<file path="src/rtl/hann_pkg.sv">
// Shared constants for the Hann windowing stages.
// Latency: n/a (package only).
// Backpressure: n/a (package only).
package hann_pkg;

  // Default geometry: 1024-point frames, 16-bit signed samples, Q0.16 coefficients.
  localparam int ADDR_WIDTH_DEF = 10;
  localparam int DATA_WIDTH_DEF = 16;
  localparam int COEF_WIDTH_DEF = 16;

  // Width of the sign-extended sample times zero-extended coefficient.
  function automatic int prod_width(input int data_w, input int coef_w);
    return data_w + coef_w + 1;
  endfunction

  localparam int PROD_WIDTH = prod_width(DATA_WIDTH_DEF, COEF_WIDTH_DEF);

  // Half an LSB of the Q0.16 result, added before the shift to round half up.
  localparam int RND = 1 << 15;

endpackage

</file>
<file path="src/rtl/hann_mul_rnd.sv">
// Signed sample x unsigned Q0.COEF_WIDTH coefficient, rounded half up back to DATA_WIDTH.
// Latency: combinational.
// Backpressure: none; the caller decides when to register the result.
module hann_mul_rnd
  import hann_pkg::*;
#(
  parameter int DATA_WIDTH = DATA_WIDTH_DEF,
  parameter int COEF_WIDTH = COEF_WIDTH_DEF,
  parameter int PROD_W     = PROD_WIDTH
) (
  input  logic signed [DATA_WIDTH-1:0] sample,
  input  logic        [COEF_WIDTH-1:0] coef,
  output logic        [DATA_WIDTH-1:0] result
);

  logic signed [PROD_W-1:0] sample_ext;
  logic signed [PROD_W-1:0] coef_ext;
  logic signed [PROD_W-1:0] prod;
  logic signed [PROD_W-1:0] rnd_sum;
  logic                     unused_bits;

  // Multiply in a width that holds the full signed product, then round and drop the
  // fractional bits. With coef <= 0xFFFF the magnitude never exceeds the sample's, so
  // taking DATA_WIDTH bits above the binary point is the arithmetic shift, no saturation.
  always_comb begin
    sample_ext = {{(PROD_W-DATA_WIDTH){sample[DATA_WIDTH-1]}}, sample};
    coef_ext   = {{(PROD_W-COEF_WIDTH){1'b0}}, coef};
    prod       = sample_ext * coef_ext;
    rnd_sum    = prod + PROD_W'(RND);
    result     = rnd_sum[COEF_WIDTH +: DATA_WIDTH];
  end

  // Fraction bits and the redundant top sign bit are discarded by design.
  assign unused_bits = ^{rnd_sum[COEF_WIDTH-1:0], rnd_sum[PROD_W-1 -: (PROD_W-COEF_WIDTH-DATA_WIDTH)]};

endmodule

</file>
<file path="src/rtl/hann_window_mult.sv">
// Hann windowing stage: indexes samples within a frame, fetches coef from external ROM, multiplies/rounds.
// Latency: sample accepted at edge N appears on m_data after edge N+1 (ROM read overlaps stage 1).
// Backpressure: single enable; while m_valid && !m_ready everything holds and s_ready is low.
module hann_window_mult
  import hann_pkg::*;
#(
  parameter int ADDR_WIDTH = ADDR_WIDTH_DEF,
  parameter int DATA_WIDTH = DATA_WIDTH_DEF,
  parameter int COEF_WIDTH = COEF_WIDTH_DEF
) (
  input  logic                  clk,
  input  logic                  tb_rst,
  input  logic                  s_valid,
  output logic                  s_ready,
  input  logic [DATA_WIDTH-1:0] s_data,
  input  logic                  s_first,
  output logic [ADDR_WIDTH-1:0] lut_addr,
  input  logic [COEF_WIDTH-1:0] lut_data,
  output logic                  m_valid,
  input  logic                  m_ready,
  output logic [DATA_WIDTH-1:0] m_data,
  output logic                  m_first,
  output logic                  m_last,
  output logic [15:0]           frame_cnt
);

  logic                  en;
  logic                  accept;
  logic [ADDR_WIDTH-1:0] used_idx;
  logic [DATA_WIDTH-1:0] mul_y;

  logic [ADDR_WIDTH-1:0] idx_q, idx_d;
  logic [DATA_WIDTH-1:0] s1_data_q, s1_data_d;
  logic [ADDR_WIDTH-1:0] s1_idx_q, s1_idx_d;
  logic                  s1_valid_q, s1_valid_d;
  logic                  m_valid_q, m_valid_d;
  logic [DATA_WIDTH-1:0] m_data_q, m_data_d;
  logic                  m_first_q, m_first_d;
  logic                  m_last_q, m_last_d;
  logic [15:0]           frame_cnt_q, frame_cnt_d;

  // Handshake and ROM address; the address is chosen so the ROM output always matches s1_idx.
  always_comb begin
    en       = !m_valid_q || m_ready;
    accept   = s_valid && en;
    used_idx = s_first ? '0 : idx_q;
    lut_addr = accept ? used_idx : s1_idx_q;
  end

  hann_mul_rnd #(
    .DATA_WIDTH (DATA_WIDTH),
    .COEF_WIDTH (COEF_WIDTH),
    .PROD_W     (prod_width(DATA_WIDTH, COEF_WIDTH))
  ) u_mul (
    .sample (s1_data_q),
    .coef   (lut_data),
    .result (mul_y)
  );

  // Next-state: index counter, stage 1 capture, stage 2 multiply output, completed-frame count.
  always_comb begin
    idx_d       = idx_q;
    s1_data_d   = s1_data_q;
    s1_idx_d    = s1_idx_q;
    s1_valid_d  = s1_valid_q;
    m_valid_d   = m_valid_q;
    m_data_d    = m_data_q;
    m_first_d   = m_first_q;
    m_last_d    = m_last_q;
    frame_cnt_d = frame_cnt_q;

    if (accept) begin
      idx_d      = used_idx + 1'b1;
      s1_data_d  = s_data;
      s1_idx_d   = used_idx;
      s1_valid_d = 1'b1;
    end else if (en) begin
      s1_valid_d = 1'b0;
    end

    if (en) begin
      m_valid_d = s1_valid_q;
      m_data_d  = mul_y;
      m_first_d = (s1_idx_q == '0);
      m_last_d  = (s1_idx_q == {ADDR_WIDTH{1'b1}});
    end

    // Only a delivered last sample closes a frame; a realigned partial frame never counts.
    if (m_valid_q && m_ready && m_last_q) begin
      frame_cnt_d = frame_cnt_q + 16'd1;
    end
  end

  // State registers with asynchronous reset.
  always_ff @(posedge clk or posedge tb_rst) begin
    if (tb_rst) begin
      idx_q       <= '0;
      s1_data_q   <= '0;
      s1_idx_q    <= '0;
      s1_valid_q  <= 1'b0;
      m_valid_q   <= 1'b0;
      m_data_q    <= '0;
      m_first_q   <= 1'b0;
      m_last_q    <= 1'b0;
      frame_cnt_q <= '0;
    end else begin
      idx_q       <= idx_d;
      s1_data_q   <= s1_data_d;
      s1_idx_q    <= s1_idx_d;
      s1_valid_q  <= s1_valid_d;
      m_valid_q   <= m_valid_d;
      m_data_q    <= m_data_d;
      m_first_q   <= m_first_d;
      m_last_q    <= m_last_d;
      frame_cnt_q <= frame_cnt_d;
    end
  end

  assign s_ready   = en;
  assign m_valid   = m_valid_q;
  assign m_data    = m_data_q;
  assign m_first   = m_first_q;
  assign m_last    = m_last_q;
  assign frame_cnt = frame_cnt_q;

endmodule

</file>
<file path="config.mk">
export PLATFORM = sky130hd
export DESIGN_NAME = hann_window_mult
export DESIGN_NICKNAME = d
export VERILOG_FILES = /design/src/rtl/hann_pkg.sv /design/src/rtl/hann_mul_rnd.sv /design/src/rtl/hann_window_mult.sv
export SDC_FILE = /design/constraint.sdc
export NUM_CORES = 1
export LEC_CHECK = 0
export BUFFER_PORTS_ARGS = -buffer_cell sky130_fd_sc_hd__buf_2
export CORE_AREA = 5 5 137 191
export DETAILED_ROUTE_END_ITERATION = 8
export DIE_AREA = 0 0 142 196
export GPL_ROUTABILITY_DRIVEN = 0
export GPL_TIMING_DRIVEN = 0
export PLACE_DENSITY = 0.7
export RECOVER_POWER = 100
export SKIP_LAST_GASP = 1
export SLEW_MARGIN = 30
export SYNTH_ARGS = -nofsm -noshare
export SYNTH_HDL_FRONTEND = slang
export SYNTH_SLANG_ARGS = --single-unit
</file>
<file path="constraint.sdc">
create_clock -name clk -period 5.38 [get_ports clk]
set_clock_uncertainty 0.05 [all_clocks]
set_input_delay 0.269 -clock clk [delete_from_list [all_inputs] [get_ports clk]]
set_output_delay 0.269 -clock clk [all_outputs]
set_load 0.01 [all_outputs]
</file>
==> results.toml, run 1 <==
[min_path]
hp-start = "s_data[8]"
hp-class = "input pin to flop"
holdPathStages = 2
hold_end = "s1_data_q[8]$_DFFE_PP0P_"

[synthesis]
synth_cells = 1317
synth_top_cells_by_count = "239 x inv_1, 193 x fa_1, 186 x nand2_1"
synth_ff_type = "dfrtp_1"
synth.area.top_cells = "fa_1 33%, dfrtp_1 15%, ha_1 12%, inv_1 7.5%, and2_1 6.4%"
async_flop_share = 1.00
synth_nets = 1665
yosys.area.top_type = "fa_1"
synthXorXnorAreaFrac = 0.0206
synth_compound_area_frac = 0.0799
ys_warn_count = 0
synth_fa_ha_area_frac = 0.449
synth.area.mux_share = 0.0206
ys_seq_elements = 72
syn_area_um2 = 11900
synth.most_common_cell = "inv_1"
synth_simple_gate_area_frac = 0.183
synth_top_area_share = 0.325
avgSynthCellArea_um2 = 9.02
synth_cell_types = 58
synth_edf_count = 0
synth_top_family_by_area = "adder cells"
yosysSeqAreaShare = 0.152

[detailed_routing]
antenna_left = 0
drt-wirelength-per-cell_um = 19.1
via_count = 9948
dr.pass1.iters = 7
wl_mm = 34.6
route.detailed.drc = 0
drt_iter0_drc = 900
vias_per_cell = 5.51

[floorplanning]
dieHeight_um = 196
die_x_um = 142
fp-row-count = 68
core_area_um2 = 24300
ioPinCount = 83
start_util = 0.488
dieArea_um2 = 27800

[worst_setup_path]
startpoint_type = "flop"
cp.buffers_inverters = 6
cp_slowest_cell = "fa_1"
rrSetupSlack_ns = -0.41
path_cells = "buf_6 -> and2_4 -> fa_1 -> inv_1 -> fa_1 -> fa_1 -> inv_1 -> fa_1 -> fa_1 -> inv_1 -> fa_1 -> inv_2 -> ha_4 -> nand4_1 -> buf_4 -> nor2_2 -> a32o_2 -> o2111ai_4 -> a21oi_2 -> o211ai_1"
required_ns = 5.54
max_stage_delay_ns = 0.53
crit_family = "adder cells"
crit_arrival_ns = 5.96
r2r_start = "s1_data_q[5]$_DFFE_PP0P_"
path_max_fanout = 6
r2r_end = "m_data[15]$_DFFE_PP0N_"
endpoint_kind = "flop"
crit_type = "flop to flop"
reg2reg_depth = 20
crit_top_cell = "fa_1"

[outcome]
violations = "capacitance limit, slew limit, setup timing"
status = "finished with violations"

[timing]
fin_crit_sh = 1.08
slew_headroom = -0.710
fin_ws_ns = -0.414
setup_viol = 16
hold_violations = 0
maxSlewViolCount = 46
rsz0062_at_grt = "yes"
worstMarginPinSlew_ns = 2.56
fmax_mhz = 173
finalCriticalPeriod_ns = 5.79

[cts]
cts_buffers = 9
cts_tree = "built"
cts-htree-levels = 3
numClockSinks = 72
clk_path_buf_depth = 2
clk_latency_ns = 0.35
root_buffer = "clkbuf_16"
clk_pin_slew_ns = 0.07

[cells_and_area]
nets = 1833
drive_gt1_frac = 0.196
final_cell_area_um2 = 14300
fillCellCount = 2108
area_growth_pct = 20.7

[placed_design]
hpwl_mm = 26.6
pre_cts_slack_ns = -1.09
io_buffers = 82
placed_cell_area_um2 = 12800

[global_route]
overflow = 0
antenna_found_initial = 3
grt_pass1_wl_mm = 55.1
grt_pass1_vias = 10520
grt_usage = 0.251
grt_max_degree = 46

[flow_run]
maxCapViolations = 1
==> registers in the layout (all words and copies together), names as in the netlist <==
register and flops:
m_last 1, s1_valid_q 1, s1_data_q 16, s1_idx_q 10, frame_cnt 16, m_valid 1, m_data 16, idx_q 10
m_first 1
==> area by class of cell <==
type | count | area, um2 | area share
clock inverter | 7 | 103 | 0.00715
antenna | 2 | 5.00 | 0.000349
buffer | 51 | 407 | 0.0284
inverter | 241 | 906 | 0.0632
multi-input combinational | 950 | 9460 | 0.659
tap | 315 | 394 | 0.0275
timing repair buffer | 160 | 1020 | 0.0714
sequential | 72 | 1820 | 0.127
clock buffer | 9 | 225 | 0.0157
==> worst max-delay path by stage <==
stage,start,to,depth (start not counted)
6_report,s1_data_q[5]$_DFFE_PP0P_,m_data[15]$_DFFE_PP0N_,20
5_1_grt,s1_data_q[11]$_DFFE_PP0P_,m_data[11]$_DFFE_PP0N_,20
4_1_cts,s1_data_q[5]$_DFFE_PP0P_,m_data[15]$_DFFE_PP0N_,21
3_5_place_dp,lut_data[11],m_data[14]$_DFFE_PP0N_,19
3_3_place_gp,lut_data[11],m_data[14]$_DFFE_PP0N_,19
2_1_floorplan,s1_data_q[5]$_DFFE_PP0P_,m_data[13]$_DFFE_PP0N_,20
==> cell families (layout without fill, tap and decap cells) <==
| logic type | count (synthesis) | after routing |
|---|---|---|
| and+or+nand+nor | 442 | 442 |
| adders and majority gates | 311 | 311 |
| buffers and inverters | 295 | 468 |
| AOI/OAI and AO/OA | 147 | 147 |
| DFF | 72 | 72 |
| xor gates and xnor gates | 28 | 28 |
| muxes | 22 | 22 |
| other | 0 | 2 |
==> placed cells by master, fill, tap and decap left out, types with 6 or more instances in the layout <==
master | netlist | layout
mux2_2 | 13 | 11
a21o_1 | 9 | 8
and2_1 | 121 | 109
nor2_1 | 37 | 31
o21ai_1 | 10 | 7
a21oi_1 | 42 | 34
fa_1 | 193 | 186
dfrtp_1 | 72 | 58
buf_6 | 2 | 19
nor2b_1 | 15 | 13
fa_2 | 0 | 7
buf_2 | 8 | 36
nand2_1 | 186 | 176
nor3_1 | 10 | 7
and2_4 | 0 | 10
clkbuf_2 | 0 | 12
mux2_1 | 7 | 9
o21ai_0 | 31 | 28
o211ai_1 | 8 | 8
ha_1 | 118 | 110
clkbuf_1 | 43 | 64
xnor2_1 | 22 | 20
nand2b_1 | 8 | 8
nand4_1 | 16 | 16
ha_4 | 0 | 8
and3_1 | 11 | 9
inv_2 | 1 | 13
a21oi_4 | 0 | 6
clkbuf_16 | 0 | 9
inv_1 | 239 | 226
buf_4 | 0 | 60
nand2_2 | 0 | 8
buf_8 | 0 | 9
a21oi_2 | 6 | 8
nand3_1 | 26 | 25
dfrtp_2 | 0 | 13
xor2_1 | 6 | 6
==> through the flow <==
step	instances	hold WS (ns)	TNS, ns	util
after global routing	1805	0.0769	-7.28	0.589
after global placement	1714	0.404	-13.86	0.523
after CTS	1782	0.0697	-4.14	0.574
after detailed placement	1715	0.244	-13.94	0.524
final	1807	0.0819	-5.15	0.589
after floorplan	1317	0.354	-0.00442	-
==> worst reg2reg max path, stage by stage, from the launching register on <==
cell	delay, ns
dfrtp_2	0.49
buf_6	0.16
and2_4	0.13
fa_1	0.50
inv_1	0.05
fa_1	0.48
fa_1	0.53
inv_1	0.06
fa_1	0.53
fa_1	0.53
inv_1	0.06
fa_1	0.54
inv_2	0.05
ha_4	0.31
nand4_1	0.20
buf_4	0.20
nor2_2	0.07
a32o_2	0.30
o2111ai_4	0.18
a21oi_2	0.16
o211ai_1	0.10
==> routing by layer <==
metal	global-route usage	routed length, um	vias to the layer above	part of all wire
li1	-	-	4461	-
met1	0.294	12800	4949	0.37
met2	0.445	17700	408	0.51
met3	0.0415	1960	126	0.057
met4	0.117	2080	4	0.060
met5	0	38	-	0.0011
==> timing repair <==
action / in CTS / in global routing
endpoints found under the hold margin: 27 / 0
resized for setup: 130 / 89
hold buffers: 1 / 0
pin swaps: 54 / 53
setup endpoints to repair: 16 / 16
setup buffers: 49 / 26
cloned: 1 / 0
Power of run 1 is left out: the tool's default activity adds up to more than one toggle a clock period on the data nets, which glitch-free logic cannot reach.
==> run 2, diff against run 1 <==
Settings changed: CELL_PAD_IN_SITES_DETAIL_PLACEMENT set to 1, CELL_PAD_IN_SITES_GLOBAL_PLACEMENT set to 1, CORE_AREA 5 5 137 191 to 5 5 145 203, DIE_AREA 0 0 142 196 to 0 0 150 208, PLACE_DENSITY 0.7 to not set, PLACE_DENSITY_LB_ADDON set to 0.1.
==> results.toml, run 2 (same netlist as run 1, synthesis figures left out) <==
[detailed_routing]
route.detailed.drc = 0
wl_mm = 38.8
drt-wirelength-per-cell_um = 21.0
dr.pass1.iters = 5
drt_iter0_drc = 364
vias_per_cell = 5.27
via_count = 9761
antenna_left = 0

[cts]
root_buffer = "clkbuf_16"
cts-htree-levels = 3
numClockSinks = 72
clk_latency_ns = 0.36
cts_buffers = 9
clk_pin_slew_ns = 0.07
cts_tree = "built"
clk_path_buf_depth = 2

[global_route]
grt_max_degree = 43
overflow = 0
grt_pass1_vias = 11192
antenna_found_initial = 0
grt_pass1_wl_mm = 61.4
grt_usage = 0.257

[worst_setup_path]
crit_type = "flop to flop"
startpoint_type = "flop"
reg2reg_depth = 20
crit_start = "s1_data_q[11]$_DFFE_PP0P_"
r2r_start = "s1_data_q[11]$_DFFE_PP0P_"
rrSetupSlack_ns = -0.43
endpoint_kind = "flop"
crit_arrival_ns = 5.99
required_ns = 5.55
crit_top_cell = "fa_1"
cp_slowest_cell = "fa_1"
max_stage_delay_ns = 0.56
path_max_fanout = 5
r2r_end = "m_data[3]$_DFFE_PP0N_"
path_cells = "buf_6 -> and2_4 -> fa_1 -> inv_2 -> fa_1 -> inv_1 -> fa_2 -> fa_2 -> fa_1 -> inv_1 -> fa_1 -> inv_2 -> ha_4 -> nand4_1 -> nor4_2 -> a32o_2 -> buf_6 -> nor3_4 -> xor2_1 -> a21oi_1"

[floorplanning]
die_x_um = 150
dieArea_um2 = 31200
dieHeight_um = 208
ioPinCount = 83
start_util = 0.434
fp-row-count = 72
core_area_um2 = 27400

[placed_design]
io_buffers = 82
pre_cts_slack_ns = -1.34
placed_cell_area_um2 = 12800
hpwl_mm = 30.9
place_inst = 1770

[timing]
fmax_mhz = 172
setup_tns_ns = -5.80
slew_headroom = -0.671
fin_crit_sh = 1.08
maxSlewViolCount = 43
fin_ws_ns = -0.434
setup_viol = 16
worstMarginPinSlew_ns = 2.51
hold_violations = 0
finalCriticalPeriod_ns = 5.81
rsz0062_at_grt = "yes"

[flow_run]
maxCapViolations = 1

[cells_and_area]
drive_gt1_frac = 0.188
area_growth_pct = 20.9
final_cell_mix = "227 x inv_1, 180 x nand2_1, 178 x fa_1"
instances_no_fill = 1851
fillCellCount = 3263
final_common_cell = "inv_1"
final_cell_area_um2 = 14400
diodes = 0
nets = 1824

[min_path]
hold_end = "s1_data_q[5]$_DFFE_PP0P_"
holdPathStages = 2
hp-start = "s_data[5]"
hp-class = "input pin to flop"

[outcome]
status = "finished with violations"
violations = "capacitance limit, slew limit, setup timing"
==> run 2: cell count changes in the layout (fill, tap and decap cells not counted), sizes merged <==
| cell | delta |
|---|---|
| clkbuf | +8 |
| clkinvlp | -1 |
| diode | -2 |
| clkinv | -1 |
| buf | -15 |
==> run 2: worst max-delay path by stage <==
stage / cells after the start / end
after detailed placement: 18 / m_data[15]$_DFFE_PP0N_
after floorplan: 20 / m_data[13]$_DFFE_PP0N_
after CTS: 19 / m_data[13]$_DFFE_PP0N_
after global routing: 21 / m_data[4]$_DFFE_PP0N_
final: 20 / m_data[3]$_DFFE_PP0N_
after global placement: 18 / m_data[15]$_DFFE_PP0N_
==> run 2: timing repair <==
item	CTS	global route
setup endpoints to repair	16	16
cloned	0	1
endpoints found under the hold margin	30	0
buffers inserted	43	25
pin swaps	47	45
hold buffers	1	0
gates resized for setup	134	81
==> run 2: layout make-up <==
type / instances / area, um2 / share of cell area
plain buffers: 51 / 425 / 0.0296
clock buffers: 11 / 253 / 0.0176
clock inverters: 5 / 86.3 / 0.00601
inverters: 241 / 906 / 0.0630
multi-input cells: 950 / 9470 / 0.659
flip-flops and latches: 72 / 1820 / 0.127
well taps: 370 / 463 / 0.0322
repair buffers: 151 / 947 / 0.0659
==> run 2: worst max-delay path, delay by kind of cell (launching register included) <==
kind / cells / cell delay [ns]
buffers and inverters: 6 / 0.52
adders and majority gates: 7 / 3.46
DFF: 1 / 0.50
AOI/OAI and AO/OA: 2 / 0.38
and+or+nand+nor: 4 / 0.52
xor gates and xnor gates: 1 / 0.22
==> run 2: stage by stage <==
step                      hold WS (ns)  utilization
final                           0.0681        0.525
after CTS                       0.0575        0.512
after global routing            0.0711        0.525
after detailed placement         0.257        0.468
after floorplan                  0.354            -
after global placement           0.409        0.467
==> run 2: routing by layer <==
| layer | wire, um | GRT usage | vias to the layer above | share of wire |
|---|---|---|---|---|
| met5 | 0 | 0 | - | 0 |
| met3 | 1240 | 0.0372 | 67 | 0.032 |
| met2 | 21000 | 0.470 | 200 | 0.54 |
| met1 | 15000 | 0.299 | 5050 | 0.39 |
| li1 | - | - | 4444 | - |
| met4 | 1600 | 0.0991 | 0 | 0.041 |
Power of run 2 is left out for the same reason.
==> run 3, diff against run 2 <==
Settings changed: CELL_PAD_IN_SITES_DETAIL_PLACEMENT 1 to 2, CELL_PAD_IN_SITES_GLOBAL_PLACEMENT 1 to 2, CORE_AREA 5 5 145 203 to 5 5 160 223, CTS_BUF_LIST set to sky130_fd_sc_hd__clkbuf_2, DIE_AREA 0 0 150 208 to 0 0 165 228.
==> results.toml, run 3 (same netlist as run 1, synthesis figures left out) <==
[outcome]
status = "finished with violations"
violations = "capacitance limit, slew limit, setup timing"

[min_path]
hp-start = "s_valid"
hold_end = "idx_q[5]$_DFFE_PP0P_"
holdPathStages = 4
hp-class = "input pin to flop"

[cells_and_area]
final_cell_mix = "221 x inv_1, 179 x fa_1, 174 x nand2_1"
nets = 1854
final_common_cell = "inv_1"
drive_gt1_frac = 0.203
area_growth_pct = 23.6
final_cell_area_um2 = 14700
utilization = 0.442

[cts]
clk_latency_ns = 0.65
cts_buffers = 9
cts-htree-levels = 3
numClockSinks = 72
root_buffer = "clkbuf_2"
cts_tree = "built"
clk_pin_slew_ns = 0.29
clk_path_buf_depth = 2

[floorplanning]
dieHeight_um = 228
ioPinCount = 83
start_util = 0.358
dieArea_um2 = 37600
fp-row-count = 79
die_x_um = 165
core_area_um2 = 33200

[global_route]
grt_max_degree = 46
grt_pass1_vias = 11754
antenna_found_initial = 2
grt_pass1_wl_mm = 68.8
grt_usage = 0.242
overflow = 0

[placed_design]
placed_cell_area_um2 = 12900
io_buffers = 82
pre_cts_slack_ns = -1.49
hpwl_mm = 34.2

[worst_setup_path]
crit_start = "s1_data_q[11]$_DFFE_PP0P_"
path_max_fanout = 4
crit_arrival_ns = 6.51
startpoint_type = "flop"
rrSetupSlack_ns = -0.62
crit_type = "flop to flop"
reg2reg_depth = 19
r2r_end = "m_data[11]$_DFFE_PP0N_"
endpoint_kind = "flop"
required_ns = 5.88
r2r_start = "s1_data_q[11]$_DFFE_PP0P_"

[timing]
fmax_mhz = 167
finalCriticalPeriod_ns = 6.00
setup_viol = 16
hold_violations = 0
fin_ws_ns = -0.625
rsz0062_at_grt = "yes"
maxSlewViolCount = 46
fin_crit_sh = 1.12
worstMarginPinSlew_ns = 2.75
slew_headroom = -0.834

[detailed_routing]
vias_per_cell = 5.14
via_count = 10057
antenna_left = 0
dr.pass1.iters = 4
route.detailed.drc = 0
drt-wirelength-per-cell_um = 23.1
wl_mm = 45.2
drt_iter0_drc = 368

[flow_run]
maxCapViolations = 1
-- run 3: routing by layer --
metal / wire [um] / up-vias / global-route usage / share of wire
li1: - / 4497 / - / -
met1: 16900 / 5283 / 0.274 / 0.37
met2: 24700 / 191 / 0.443 / 0.55
met3: 1370 / 84 / 0.0332 / 0.030
met4: 2210 / 2 / 0.107 / 0.049
met5: 19 / - / 0 / 0.00042
-- run 3: final cells by class --
type | instances | area, um2
Buffer | 51 | 425
Clock buffer | 9 | 45.0
Multi-Input combinational cell | 950 | 9560
Antenna cell | 1 | 2.50
Tap cell | 445 | 557
Timing Repair Buffer | 181 | 1300
Fill cell | 3685 | 18500
Sequential cell | 72 | 1820
Clock inverter | 7 | 76.3
Inverter | 241 | 906
-- run 3: critical path: stages, from the launching register on --
cell and delay (ns):
dfrtp_2 0.50, buf_6 0.15, and2_4 0.15, fa_1 0.53, inv_1 0.06, fa_1 0.54, inv_1 0.06, fa_2 0.55
fa_2 0.48, fa_1 0.56, inv_1 0.06, fa_2 0.56, inv_2 0.06, ha_4 0.29, nand4_1 0.21, buf_4 0.21
nor2_2 0.31, o2111a_2 0.35, nor4_2 0.05, nor3_1 0.17
-- run 3: worst max path at each step --
| stage | endpoint | slack, ns | cells after the start |
|---|---|---|---|
| 2_1_floorplan | m_data[13]$_DFFE_PP0N_ | -0.004 | 20 |
| 3_3_place_gp | m_data[15]$_DFFE_PP0N_ | -1.37 | 21 |
| 3_5_place_dp | m_data[15]$_DFFE_PP0N_ | -1.49 | 21 |
| 4_1_cts | m_data[11]$_DFFE_PP0N_ | -0.63 | 20 |
| 5_1_grt | m_data[11]$_DFFE_PP0N_ | -0.78 | 19 |
| 6_report | m_data[11]$_DFFE_PP0N_ | -0.62 | 19 |
-- run 3: through the flow --
stage	cells	setup TNS (ns)	hold slack, ns
after global routing	1957	-9.96	0.0796
after floorplan	1317	-0.00442	0.354
final	1957	-7.42	0.131
after global placement	1844	-18.07	0.404
after CTS	1932	-7.55	0.0545
after detailed placement	1845	-19.16	0.210
-- run 3: repair_timing --
item	in CTS	in global routing
buffers inserted	53	25
pin swaps	65	57
gates resized for setup	151	74
cloned	0	1
hold endpoints to repair	93	0
endpoints found under the setup margin	16	16
hold buffers	20	0
Power of run 3 is left out for the same reason.
